$ cat config.mk
export PLATFORM = sky130hd
export DESIGN_NAME = stage_if
export DESIGN_NICKNAME = d
export VERILOG_FILES = /design/src/rtl/stage_if.sv
export SDC_FILE = /design/constraint.sdc
export NUM_CORES = 1
export LEC_CHECK = 0
export ABC_AREA = 1
export CAP_MARGIN = 10
export CORE_ASPECT_RATIO = 1.5
export CORE_MARGIN = 4
export CORE_UTILIZATION = 55
export CTS_CLUSTER_DIAMETER = 30
export CTS_CLUSTER_SIZE = 40
export DETAILED_ROUTE_END_ITERATION = 10
export DONT_BUFFER_PORTS = 1
export PLACE_DENSITY = 0.78
export SETUP_SLACK_MARGIN = 0.4
export SLEW_MARGIN = 40
export SYNTH_ARGS = -nofsm -noshare
export SYNTH_HDL_FRONTEND = slang
export SYNTH_SLANG_ARGS = --single-unit
export TNS_END_PERCENT = 1
$ cat constraint.sdc
create_clock -name i_clk -period 2.52 [get_ports i_clk]
set_input_delay 0.504 -clock i_clk [delete_from_list [all_inputs] [get_ports i_clk]]
set_output_delay 0.504 -clock i_clk [all_outputs]
set_load 0.1 [all_outputs]
$ cat src/rtl/stage_if.sv
// Instruction fetch stage.
// Owns the PC, issues single-outstanding requests on a simple instruction bus and delivers
// {instruction, address, valid} to if_id through a registered output backed by a one-entry
// skid buffer. A jump pulse from ex redirects the PC and discards any in-flight fetch.
//
// Ports:
//   i_clk, i_rst            clock, synchronous active-high reset
//   i_ex_jump_flag/addr     one-cycle redirect pulse and target from ex
//   i_hold                  downstream stall; o_inst is not taken this cycle
//   o_ibus_req/addr         fetch request and word-aligned address
//   i_ibus_gnt              request accepted this cycle
//   i_ibus_rvalid/rdata     fetch response
//   o_inst/addr/valid       instruction, its address and valid flag to if_id
module stage_if #(
   parameter logic [31:0] RESET_PC = 32'h0000_0000,
   parameter logic [31:0] NOP_INST = 32'h0000_0013
) (
   input  logic        i_clk,
   input  logic        i_rst,
   input  logic        i_ex_jump_flag,
   input  logic [31:0] i_ex_jump_addr,
   input  logic        i_hold,
   output logic        o_ibus_req,
   output logic [31:0] o_ibus_addr,
   input  logic        i_ibus_gnt,
   input  logic        i_ibus_rvalid,
   input  logic [31:0] i_ibus_rdata,
   output logic [31:0] o_inst,
   output logic [31:0] o_inst_addr,
   output logic        o_inst_valid
);

   typedef enum logic [1:0] {StReset, StReq, StWait, StHold} state_e;

   state_e      state_q, state_d;
   logic [31:0] pc_q, pc_d;
   logic [31:0] issued_pc_q, issued_pc_d;
   logic        drop_q, drop_d;
   logic [31:0] out_inst_q, out_inst_d;
   logic [31:0] out_addr_q, out_addr_d;
   logic        out_valid_q, out_valid_d;
   logic [31:0] skid_inst_q, skid_inst_d;
   logic [31:0] skid_addr_q, skid_addr_d;

   logic consume;
   logic out_free;

   assign consume  = out_valid_q && !i_hold;
   assign out_free = !out_valid_q || consume;

   always_comb begin
      state_d     = state_q;
      pc_d        = pc_q;
      issued_pc_d = issued_pc_q;
      drop_d      = drop_q;
      out_inst_d  = out_inst_q;
      out_addr_d  = out_addr_q;
      out_valid_d = out_valid_q;
      skid_inst_d = skid_inst_q;
      skid_addr_d = skid_addr_q;

      // A consumed output empties unless refilled below.
      if (consume) begin
         out_inst_d  = NOP_INST;
         out_addr_d  = 32'h0;
         out_valid_d = 1'b0;
      end

      unique case (state_q)
         StReset: state_d = StReq;
         StReq: begin
            if (i_ibus_gnt) begin
               issued_pc_d = pc_q;
               state_d     = StWait;
            end
         end
         StWait: begin
            if (i_ibus_rvalid) begin
               if (drop_q) begin
                  drop_d  = 1'b0;
                  state_d = StReq;
               end else if (out_free) begin
                  out_inst_d  = i_ibus_rdata;
                  out_addr_d  = issued_pc_q;
                  out_valid_d = 1'b1;
                  pc_d        = issued_pc_q + 32'd4;
                  state_d     = StReq;
               end else begin
                  skid_inst_d = i_ibus_rdata;
                  skid_addr_d = issued_pc_q;
                  pc_d        = issued_pc_q + 32'd4;
                  state_d     = StHold;
               end
            end
         end
         StHold: begin
            // The output is always full on entry, so only a consume releases the buffer.
            if (consume) begin
               out_inst_d  = skid_inst_q;
               out_addr_d  = skid_addr_q;
               out_valid_d = 1'b1;
               state_d     = StReq;
            end
         end
         default: state_d = StReset;
      endcase

      // Redirect wins over everything, including hold.
      if (i_ex_jump_flag) begin
         pc_d        = i_ex_jump_addr & 32'hFFFF_FFFC;
         out_inst_d  = NOP_INST;
         out_addr_d  = 32'h0;
         out_valid_d = 1'b0;
         skid_inst_d = NOP_INST;
         skid_addr_d = 32'h0;
         // A request still outstanding after this edge belongs to the old path.
         if ((state_q == StWait && !i_ibus_rvalid) || (state_q == StReq && i_ibus_gnt)) begin
            drop_d  = 1'b1;
            state_d = StWait;
         end else begin
            drop_d  = 1'b0;
            state_d = StReq;
         end
      end
   end

   always_ff @(posedge i_clk) begin
      if (i_rst) begin
         state_q     <= StReset;
         pc_q        <= RESET_PC;
         issued_pc_q <= RESET_PC;
         drop_q      <= 1'b0;
         out_inst_q  <= NOP_INST;
         out_addr_q  <= 32'h0;
         out_valid_q <= 1'b0;
         skid_inst_q <= NOP_INST;
         skid_addr_q <= 32'h0;
      end else begin
         state_q     <= state_d;
         pc_q        <= pc_d;
         issued_pc_q <= issued_pc_d;
         drop_q      <= drop_d;
         out_inst_q  <= out_inst_d;
         out_addr_q  <= out_addr_d;
         out_valid_q <= out_valid_d;
         skid_inst_q <= skid_inst_d;
         skid_addr_q <= skid_addr_d;
      end
   end

   assign o_ibus_req   = (state_q == StReq);
   assign o_ibus_addr  = pc_q;
   assign o_inst       = out_inst_q;
   assign o_inst_addr  = out_addr_q;
   assign o_inst_valid = out_valid_q;

endmodule

==> results_dict.tcl <==
set metrics [dict create \
    rsz0062_at_grt "yes" \
    vdd_drop_max_mv 0.3708 \
    grt_overflow 0 \
    final_area_sq_um 9642 \
    power.density_nw_per_um2 673.8 \
    cts.clk_slew.worst_paths_ps 70 \
    worstPathArrival_ps 2270 \
    total_leakage_power_nw 3.710 \
    vias 7698 \
    crit_start "state_q[0]" \
    vias_per_cell 5.487 \
    yosys_warnings 0 \
    die-area_sq_um 17090 \
    io_buffers 0 \
    drive_gt1_share_pct 13.75 \
    reg2reg_to "o_ibus_addr[24]" \
    coreArea_sq_um 14660 \
    critPathCapture "o_ibus_addr[24]" \
    r2r_start "state_q[0]" \
    antenna_cells 0 \
    grt_pass1_vias 7219 \
    ys_ff_latch 196 \
    worstMarginPinSlew_ps 591.3 \
    dpl.hpwl_mm 15.59 \
    crit_type "register to register" \
    cp_num_buf_inv 2 \
    max_clock_freq_mhz 520.5 \
    drtIter0Drc 547 \
    cpMostUsedCell "nand2_1" \
    fin_crit_ps 1921 \
    grt.total_usage_pct 25.62 \
    path_max_fanout 29 \
    cts-root-buf "clkbuf_16" \
    drv_slew 0 \
    worstRegToRegCells 8 \
    syn_area_sq_um 8264 \
    skew_ps 11.91 \
    synth.yosys.seq_area_share_pct 47.48 \
    gp_congestion 0.9610 \
    synthCells 1132 \
    syn-num-nets 1207 \
    route.detailed.drc 0 \
    die_y_microns 158.1 \
    hold_class "input port to register" \
    wl_mm 22.09 \
    dr.pass1.iters 5 \
    numCtsBuffers 17 \
    nNetsFinal 1269 \
    setup_viol 0 \
    clk_latency_ps 420 \
    period_share_pct 76.24 \
    ctsHoldBuffers 0 \
    cts_tree "built" \
    cap_violations 0 \
    slew_headroom_pct 60.58 \
    h-tree-depth 4 \
    cp_slowest_cell "inv_2" \
    antenna_found_initial 0 \
    grt_pass1_wl_mm 34.92 \
    post_drt_wl_per_cell_microns 15.75 \
    rrSetupSlack_ps 600 \
    start_util_pct 56.37 \
    placed_cell_area_sq_um 9081 \
    fin_tns_setup_ps 0 \
    io-pin-count 168 \
    cpLargestDelayFamily "simple AND/OR/NAND/NOR gates" \
    cts.path.max_buffers 2 \
    placementRows 54 \
    grt_start_max_net_pins 78 \
    endpoint_kind "register" \
    fin_hold_ws_ps 148.6 \
    area_delta_synth_final_pct 16.67 \
    slowest_delay_ps 410 \
    synth_area_per_cell_sq_um 7.301 \
    start_kind "register" \
    outcome "complete, no violations" \
    finalHoldViolCount 0 \
    required_ps 2870 \
    final_antenna_net_count 0 \
    path_cells "inv_1, ha_1, nand2_1, nor2_4, nand2_1, inv_2, nand3_1, a21oi_1" \
    cts.sinks 196 \
    die_x_microns 108.1 \
    cp.depth 8 \
    yosys.cell_types.count 26 \
]
-- worst min path at each step --
stage | startpoint | end | cells past startpoint
final | i_rst | o_ibus_addr[7] | 1
after global routing | i_rst | o_ibus_addr[8] | 1
after CTS | i_rst | o_ibus_addr[6] | 1
after detailed placement | skid_inst_q[0] | skid_inst_q[0] | 2
after global placement | skid_inst_q[0] | skid_inst_q[0] | 2
after floorplan | skid_inst_q[0] | skid_inst_q[0] | 2
-- state kept, by name, indices dropped and copies added, names as in the netlist --
| register | cells |
|---|---|
| skid_inst_q | 32 |
| o_ibus_addr | 32 |
| o_inst_addr | 32 |
| state_q | 2 |
| skid_addr_q | 32 |
| o_inst_valid | 1 |
| issued_pc_q | 32 |
| drop_q | 1 |
| o_inst | 32 |
-- cells by family (layout without fill, tap and decap cells) --
logic type / count (synthesis) / count (layout) / synth area share [%]
compound gates: 311 / 311 / 21.51
simple gates: 469 / 469 / 22.60
flops: 196 / 196 / 47.48
buf+inv: 150 / 225 / 7.540
fa+ha+maj: 5 / 5 / 0.7570
xor+xnor: 1 / 1 / 0.1060
-- layout by cell type (no fill, tap or decap), drive strengths merged, types with 6 or more instances in the layout --
| cell type | Yosys | layout |
|---|---|---|
| dfxtp | 196 | 196 |
| o21ai | 107 | 107 |
| inv | 80 | 85 |
| a22oi | 27 | 27 |
| clkbuf | 35 | 18 |
| nand2 | 279 | 279 |
| buf | 35 | 113 |
| nor2 | 130 | 130 |
| a31oi | 45 | 45 |
| a21oi | 108 | 108 |
| nand3 | 54 | 54 |
| clkinv | 0 | 6 |
| a22o | 21 | 21 |
-- power breakdown --
group | leakage (nW) | switching, mW | total, mW | internal, mW
Combinational | 1.85 | 0.500 | 0.663 | 0.162
Clock | 0.273 | 1.19 | 2.57 | 1.38
Sequential | 1.59 | 0.0848 | 3.26 | 3.18
Total | 3.71 | 1.78 | 6.50 | 4.72
-- through the flow --
step | util [%] | instances | setup WS [ps] | total power [mW]
floorplan | - | 1132 | 430.7 | 3.849
global placement | 61.93 | 1371 | 673.9 | 3.982
detailed placement | 61.94 | 1371 | 621.7 | 3.991
CTS | 65.75 | 1403 | 571.4 | 6.540
global route | 65.76 | 1403 | 378.1 | 6.739
finish | 65.76 | 1403 | 598.9 | 6.497
-- cell usage after synthesis --
cell type | count | share of area, %
or2_2 | 5 | 0.38
xor2_1 | 1 | 0.11
buf_4 | 6 | 0.55
a22oi_1 | 27 | 2.5
o21ai_1 | 3 | 0.18
inv_2 | 5 | 0.23
o21ai_0 | 103 | 6.2
buf_2 | 29 | 1.8
nand3_1 | 54 | 3.3
clkbuf_1 | 34 | 1.5
nand4_1 | 1 | 0.076
nor2_4 | 1 | 0.14
nor2_1 | 124 | 5.6
a21oi_1 | 108 | 6.5
a31oi_1 | 45 | 3.4
o31ai_1 | 1 | 0.091
inv_1 | 75 | 3.4
nand2_1 | 277 | 13
a22o_1 | 21 | 2.2
nand2_2 | 2 | 0.15
nor2_2 | 5 | 0.38
clkbuf_2 | 1 | 0.061
o21ai_4 | 1 | 0.20
o211ai_1 | 2 | 0.18
ha_1 | 5 | 0.76
dfxtp_1 | 196 | 47
-- timing repair --
action | 4_1_cts | 5_1_grt
buffers inserted | 0 | 0
endpoints found under the setup margin | 0 | 2
resized for setup | 0 | 2
hold endpoints to repair | 0 | 0
-- final cells by class --
| class | instances | area (sq um) |
|---|---|---|
| Clock buffer | 18 | 429.2 |
| Fill cell | 1299 | 5020 |
| Tap cell | 196 | 245.2 |
| Sequential cell | 196 | 3925 |
| Clock inverter | 14 | 128.9 |
| Timing Repair Buffer | 113 | 873.3 |
| Inverter | 80 | 302.8 |
| Multi-Input combinational cell | 786 | 3737 |
-- layer usage --
| metal | vias to the layer above | track usage [%] | part of all wire, % |
|---|---|---|---|
| met4 | 0 | 11.01 | 3.3 |
| met3 | 47 | 5.018 | 6.3 |
| met2 | 247 | 45.23 | 50 |
| li1 | 3883 | - | - |
| met1 | 3521 | 30.07 | 41 |
| met5 | - | 0 | 0 |
Note: power is estimated with default switching activity, not from simulation.
